==> src/rtl/sad_acc.sv <==
// Block accumulator for the SAD result stream: sums, maxes and counts up to N
// samples per block and presents each closed block on a registered vld/rdy output.
module sad_acc #(
    parameter int W  = 8,
    parameter int N  = 16,
    parameter int CW = W + 2 + $clog2(N),
    parameter int NW = $clog2(N + 1)
) (
    input  logic          clk,
    input  logic          rst_n,
    input  logic          vld_up,
    input  logic [W+1:0]  din,
    input  logic          last_up,
    output logic          acc_rdy,
    output logic          acc_vld,
    output logic [CW-1:0] acc_sum,
    output logic [W+1:0]  acc_max,
    output logic [NW-1:0] acc_cnt,
    input  logic          rdy_dn
);

    localparam logic [NW-1:0] CNT_LAST = NW'(N - 1);

    logic [CW-1:0] run_sum;
    logic [W+1:0]  run_max;
    logic [NW-1:0] run_cnt;

    logic          closing_sample;
    logic          take;
    logic          close;
    logic [CW-1:0] sum_next;
    logic [W+1:0]  max_next;
    logic [NW-1:0] cnt_next;

    assign closing_sample = (run_cnt == CNT_LAST) | last_up;
    // Only a closing sample needs the output register; others always go through.
    assign acc_rdy  = ~acc_vld | rdy_dn | ~closing_sample;
    assign take     = vld_up & acc_rdy;
    assign close    = take & closing_sample;
    assign sum_next = run_sum + CW'(din);
    assign max_next = (din > run_max) ? din : run_max;
    assign cnt_next = run_cnt + NW'(1);

    always_ff @(posedge clk or negedge rst_n) begin
        if (!rst_n) begin
            run_sum <= '0;
            run_max <= '0;
            run_cnt <= '0;
        end else if (take) begin
            if (close) begin
                run_sum <= '0;
                run_max <= '0;
                run_cnt <= '0;
            end else begin
                run_sum <= sum_next;
                run_max <= max_next;
                run_cnt <= cnt_next;
            end
        end
    end

    // A close while the register is stalled cannot occur: acc_rdy blocks it.
    always_ff @(posedge clk or negedge rst_n) begin
        if (!rst_n) begin
            acc_vld <= 1'b0;
            acc_sum <= '0;
            acc_max <= '0;
            acc_cnt <= '0;
        end else if (close) begin
            acc_vld <= 1'b1;
            acc_sum <= sum_next;
            acc_max <= max_next;
            acc_cnt <= cnt_next;
        end else if (acc_vld && rdy_dn) begin
            acc_vld <= 1'b0;
        end
    end

endmodule
==> config.mk <==
export PLATFORM = sky130hd
export DESIGN_NAME = sad_acc
export DESIGN_NICKNAME = d
export VERILOG_FILES = /design/src/rtl/sad_acc.sv
export SDC_FILE = /design/constraint.sdc
export NUM_CORES = 1
export LEC_CHECK = 0
export BUFFER_PORTS_ARGS = -buffer_cell sky130_fd_sc_hd__buf_4
export CAP_MARGIN = 40
export CORE_MARGIN = 1.5
export CORE_UTILIZATION = 30
export DETAILED_ROUTE_END_ITERATION = 10
export SLEW_MARGIN = 20
export SYNTH_ARGS = -nofsm -noshare
export SYNTH_HDL_FRONTEND = slang
export SYNTH_SLANG_ARGS = --single-unit
==> constraint.sdc <==
create_clock -name clk -period 6.9 [get_ports clk]
set_input_delay 0.69 -clock clk [delete_from_list [all_inputs] [get_ports clk]]
set_output_delay 0.69 -clock clk [all_outputs]
set_load 0.005 [all_outputs]
==> out/results.txt, run 1 <==
Yosys warns -> 0
Row count -> 38
Commonest non-fill, non-tap cell in the layout -> dfrtp_1
H-tree depth -> 3
Clock-pin slew on the worst setup and hold paths -> 60 ps
TNS Setup -> 0 ps
Max IR drop VDD -> 0.1037 mV
P_leak -> 1.869 nW
CP required -> 7160 ps
Max Clock Freq -> 385.9 MHz
Critical path's slowest cell -> or3b_1
Initial antenna violation count -> 0
N_diodes -> 0
Ys async rst share -> 100.0%
Met3 usage -> 3.390%
Global-route wire length before repair -> 13.39 mm
Worst slew pin tran -> 692.8 ps
Wirelength per Cell -> 14.99 um
Setup violators final -> 0
CP arrival -> 2860 ps
Fill cells -> 1096
GR Util All Layers -> 14.83%
Slew Viols, Final -> 0
Hold Vio Cnt, Final -> 0
Status -> completed
Post-Syn Area -> 3302 sq um
Critical Path Most Common Cell -> ha_1
Period utilization -> 37.56%
Max cap viols -> 0
Gr busiest metal -> met2
CTS sink count -> 59
Met2 usage -> 23.57%
Final setup margin -> 4309 ps
Chip height -> 107.9 um
Post-synth top flop -> dfrtp_1
Max Buffers Root-to-Sink -> 2
Post-synthesis cell count -> 336
Sequential fraction of the synthesis area -> 44.71%
Clock Tree Root -> clkbuf_8
Core area -> 10790 sq um
Final instance area -> 3986 sq um
Register Area -> 1476 sq um
Setup Crit Path Kind -> reg2reg
PD cells -> 309.4 nW/um^2
Gr ovfl total -> 0
Area occupied by multi-input gates -> 1667 sq um
Placement Cell Area -> 3780 sq um
GPL Wtd Cong -> 0.8883
Seq cells post-synth -> 59
CP startpoint kind -> register
Clk_lat worst skew -> 340 ps
Final min period -> 2591 ps
Kind of end point of the critical path -> register
Syn Nets -> 374
Crit-path max cell delay -> 670 ps
CTS tree -> yes
Synthesis-to-finish area growth -> 20.73%
Number of I/O port buffers -> 45
Starting DRC count in detailed routing -> 111
Largest net degree at the start of global routing -> 60
DRC -> 0
CTS Hold Buffers Added -> 0
Syn avg cell area -> 9.827 sq um
CP Max Fanout -> 16
Worst relative slew slack -> 53.20%
Total Wirelength -> 7.885 mm
DRT antenna net count -> 0
Via/cell ratio -> 5.124
Share of layout cells above drive strength 1 -> 19.95%
Initial DRT Pass Iterations -> 4
Yosys cell types -> 56
Clk_skew -> 11.57 ps
GRT met1 Usage -> 19.58%
Post CTS Setup Buffer Count -> 0
# nets final -> 420
I/O pin count -> 46
Hpwl dp -> 5.669 mm
Commonest non-fill, non-tap cells in the layout -> dfrtp_1 (59), buf_4 (48), nand2_1 (42), inv_1 (27), ha_1 (22)
Die Span X -> 107.9 um
Hold Crit Class -> in2async
RSZ-0062 raised after global routing -> no
DIE AREA -> 11640 sq um
CTS Buf Count -> 9
Cts repair resizes -> 0
Place WS -> 4097 ps
CP cell instances -> ha_1, and3_1, ha_1, or3b_1, nor4_1, a311oi_1, o31ai_4, a22o_1
Starting Density -> 30.59%
Total vias in the final route -> 2695
EDFF count, synth -> 0
Vias in the first global route -> 2686
[metal layers]
layer  vias to the layer above  part of all wire [%]
met2                        54                    47
met3                        11                   4.4
li1                       1327                     -
met5                         -                     0
met4                         0                   1.7
met1                      1303                    47
[layout make-up]
| type | instances | share of cell area [%] |
|---|---|---|
| tap | 140 | 4.394 |
| timing repair buffer | 49 | 9.730 |
| clock inverter | 2 | 0.2511 |
| inverter | 27 | 2.542 |
| sequential | 59 | 37.04 |
| clock buffer | 13 | 4.237 |
| multi-input combinational | 236 | 41.81 |
[cells by family after synthesis]
| logic type | after synthesis | share of synthesized area (%) |
|---|---|---|
| AND/OR/NAND/NOR | 104 | 15.46 |
| AO/OA/AOI/OAI | 97 | 22.58 |
| flip-flops | 59 | 44.71 |
| buffers and inverters | 41 | 4.812 |
| adder cells (fa/ha/maj) | 23 | 8.943 |
| XOR/XNOR | 8 | 2.122 |
| multiplexers | 4 | 1.364 |
[path summary, 6_finish.rpt]
path                                 start    endpoint  slack [ps]  depth (start not counted)
min in group clk                acc_sum[5]  acc_sum[5]         480                          2
worst min register to register  acc_sum[5]  acc_sum[5]         480                          2
worst max register to register  run_cnt[0]  run_max[0]        4310                          8
worst max-delay path            run_cnt[0]  run_max[0]        4310                          8
max in group asynchronous            rst_n  run_cnt[2]        6280                          2
worst min-delay path                 rst_n  acc_max[7]         150                          1
[power by group]
group          internal, mW  switching, mW
registers             0.430         0.0535
logic                 0.218          0.244
clock network         0.157          0.130
[state kept, by name, indices dropped and copies added (netlist names)]
| name | cells |
|---|---|
| acc_cnt | 5 |
| run_sum | 14 |
| run_cnt | 5 |
| acc_sum | 14 |
| acc_vld | 1 |
| run_max | 10 |
| acc_max | 10 |
[critical path: cells and delay by family (launching register included)]
family	cells	cell delay [ps]
AO/OA/AOI/OAI	3	510
adder cells (fa/ha/maj)	2	450
flip-flops	1	410
AND/OR/NAND/NOR	3	1130
[synthesized netlist by cell type (2+ instances only)]
cell      count  area (sq um)
dfrtp_1      59          1476
nand2_1      42         157.7
inv_1        27         101.4
ha_1         22         275.3
o21ai_0      19         95.09
a22o_1       18         157.7
nor2_1       14         52.55
nand4_1      13         81.33
clkbuf_1     10         37.54
o211ai_1     10         75.07
nand3_1       7         35.03
o31ai_1       7         52.55
xnor2_1       6         52.55
a21o_1        5         37.54
a21oi_1       5         25.02
a31oi_1       5         31.28
mux2_2        4         45.04
or3_1         4         25.02
and2_1        3         18.77
and3_1        3         18.77
buf_2         3         15.01
nand2b_1      3         18.77
nor2b_1       3         18.77
nor3_1        3         15.01
or2_2         3         18.77
a2111o_1      2         22.52
a21boi_0      2         15.01
a31o_2        2         17.52
o211ai_2      2         25.02
o22ai_1       2         12.51
or4_1         2         15.01
xor2_1        2         17.52
[metrics by stage]
stage               hold slack [ps]  utilization, %  total power, mW  instances
floorplan                     394.4               -           0.7743        336
global placement              464.3           34.95           0.9409        509
detailed placement            467.2           35.02           0.9529        510
CTS                           451.2           36.68            1.245        525
global route                  130.7           36.93            1.330        526
finish                        149.2           36.93            1.233        526
No activity file was read; power rests on OpenSTA's default activity.
==> run 2, diff against run 1 <==
clock period = 2.5 ns   (was 6.9 ns; I/O delays follow)
==> out/results.txt, run 2 (synthesis gave the netlist of run 1 again) <==
Status -> completed
Internal -> 2.301 mW (+190%)
Initial antenna violation count -> 0 (unchanged)
Clock-pin slew on the worst setup and hold paths -> 70 ps (about the same)
GPL Wtd Cong -> 0.8418 (-5.2%)
Register Area -> 1476 sq um (unchanged)
Row count -> 38 (unchanged)
Clk_lat worst skew -> 340 ps (about the same)
Vias in the first global route -> 2713 (+1.0%)
Commonest non-fill, non-tap cells in the layout -> dfrtp_1 (59), buf_4 (53), nand2_1 (42), inv_1 (27), ha_1 (22)
Core area -> 10790 sq um (unchanged)
Global-route wire length before repair -> 13.59 mm (+1.4%)
Crit path max-delay family -> compound AO/OA/AOI/OAI gates
Comb pwr share -> 37.3% (-0.2 points)
Crit-path max cell delay -> 390 ps (-280 ps)
Clk_skew -> 13.35 ps (+1.777 ps)
Sw Ratio -> 34.41% (-0.28 points)
Chip height -> 107.9 um (unchanged)
Net Switching -> 1.207 mW (+180%)
# nets final -> 426 (+1.4%)
Sequential share of power -> 38.1% (-1.1 points)
Final Util -> 37.64% (+0.71 points)
Commonest non-fill, non-tap cell in the layout -> dfrtp_1
Critical path's slowest cell -> fa_1
Clock Tree Root -> clkbuf_8
CP required -> 2720 ps (-4440 ps)
Worst relative slew slack -> 60.50% (+7.3 points)
DIE AREA -> 11640 sq um (unchanged)
Kind of end point of the critical path -> register
Synthesis-to-finish area growth -> 23.04%
Hpwl dp -> 5.834 mm (+2.9%)
Initial DRT Pass Iterations -> 4 (unchanged)
CP cell instances -> ha_1, inv_1, fa_1, nand2b_1, a211oi_2, o2111ai_1, a31o_2, a32o_1
CP Max Fanout -> 3 (-13)
Top Registers -> acc_sum x14, run_sum x14
Total Wirelength -> 8.222 mm (+4.3%)
DRC -> 0 (unchanged)
H-tree depth -> 3 (unchanged)
CTS Buf Count -> 9 (unchanged)
Number of I/O port buffers -> 45 (unchanged)
Worst slew pin tran -> 584.7 ps (-108.1 ps)
Reg2reg start -> run_sum[0]
Area occupied by multi-input gates -> 1687 sq um (+1.2%)
Die Span X -> 107.9 um (unchanged)
Buf/Inv on CP -> 1 (+1)
CP endpoint -> run_sum[12]
CP Launch Point -> run_sum[0]
Critical path depth -> 8 (unchanged)
R2R cell count -> 8 (unchanged)
Starting DRC count in detailed routing -> 173 (+56%)
Max Clock Freq -> 434.3 MHz (+13%)
Max cap viols -> 0 (unchanged)
Hold Vio Cnt, Final -> 0 (unchanged)
R2r endpoint -> run_sum[12]
Pwr Total -> 3.508 mW (+180%)
Gr ovfl total -> 0 (unchanged)
Starting Density -> 30.59% (unchanged)
Setup violators final -> 0 (unchanged)
Via/cell ratio -> 5.064 (-1.2%)
DRT antenna net count -> 0 (unchanged)
TNS Setup -> 0 ps (unchanged)
Clock power frac -> 24.6% (+1.3 points)
Setup Crit Path Kind -> reg2reg
R2R Setup Slk -> 200 ps (-4110 ps)
CTS tree -> yes
Period utilization -> 92.10% (+55 points)
RSZ-0062 raised after global routing -> no
CP startpoint kind -> register
Slew Viols, Final -> 0 (unchanged)
Largest net degree at the start of global routing -> 60 (unchanged)
Final min period -> 2303 ps (-288.8 ps)
P_leak -> 1.898 nW (+1.6%)
I/O pin count -> 46 (unchanged)
Hold Crit Class -> in2reg
Total vias in the final route -> 2699 (+0.15%)
Max IR drop VDD -> 0.2907 mV (+180%)
Max Buffers Root-to-Sink -> 2 (unchanged)
CP arrival -> 2530 ps (-330 ps)
Fill cells -> 1077 (-1.7%)
GR Util All Layers -> 15.18% (+0.35 points)
Post CTS Setup Buffer Count -> 0 (unchanged)
CTS sink count -> 59 (unchanged)
N_diodes -> 0 (unchanged)
PD cells -> 863.4 nW/um^2 (+180%)
Wirelength per Cell -> 15.43 um (+2.9%)
Share of layout cells above drive strength 1 -> 21.37% (+1.4 points)
==> run 2: worst min path at each step <==
stage	end	slack, ps	cells past startpoint	from
global route	run_max[0]	150	2	din[0]
floorplan	acc_cnt[0]	-50	0	rst_n
finish	run_max[0]	160	2	din[0]
detailed placement	acc_max[7]	380	1	rst_n
global placement	acc_max[7]	370	1	rst_n
CTS	acc_max[7]	6	1	rst_n
==> run 2: stage by stage <==
step | area [sq um] | std cells | worst slack, ps | hold slack (ps)
floorplan | 3302 | 336 | 240.7 | -45.59
global route | 4063 | 533 | 23.11 | 154.6
global placement | 3817 | 515 | 130.4 | 374.6
CTS | 4005 | 531 | 72.12 | 5.708
detailed placement | 3817 | 515 | 104.6 | 377.2
finish | 4063 | 533 | 197.4 | 160.5
==> run 2: timing repair <==
| action | CTS | global route |
|---|---|---|
| endpoints found under the hold margin | 0 | 13 |
| endpoints found under the setup margin | 0 | 12 |
| resized for setup | 0 | 4 |
| hold buffers | 0 | 1 |
==> run 2: final cells by class <==
cell class / instances / share of cell area (%)
repair buffers: 55 / 10.72
clock buffers: 14 / 3.757
multi-input cells: 236 / 41.52
clock inverters: 2 / 0.8623
well taps: 140 / 4.312
flip-flops and latches: 59 / 36.34
inverters: 27 / 2.495
==> run 2: power groups by stage <==
stage	logic [mW]	clock network (mW)	registers (mW)
global placement	1.28	0	1.34
CTS	1.31	0.884	1.34
global route	1.47	0.926	1.37
finish	1.31	0.864	1.33
detailed placement	1.31	0	1.35
floorplan	0.802	0	1.34
==> run 2: worst reg2reg max path, cell delays in order, from the launching register on <==
cell	delay (ps)
dfrtp_1	360
ha_1	170
inv_1	50
fa_1	390
nand2b_1	210
a211oi_2	300
o2111ai_1	230
a31o_2	280
a32o_1	190
==> run 2: per-layer routing <==
| metal | share of wire (%) | global-route usage [%] |
|---|---|---|
| met2 | 46 | 23.61 |
| met3 | 4.2 | 3.995 |
| met4 | 1.3 | 5.075 |
| met1 | 48 | 20.49 |
| met5 | 0 | 0 |
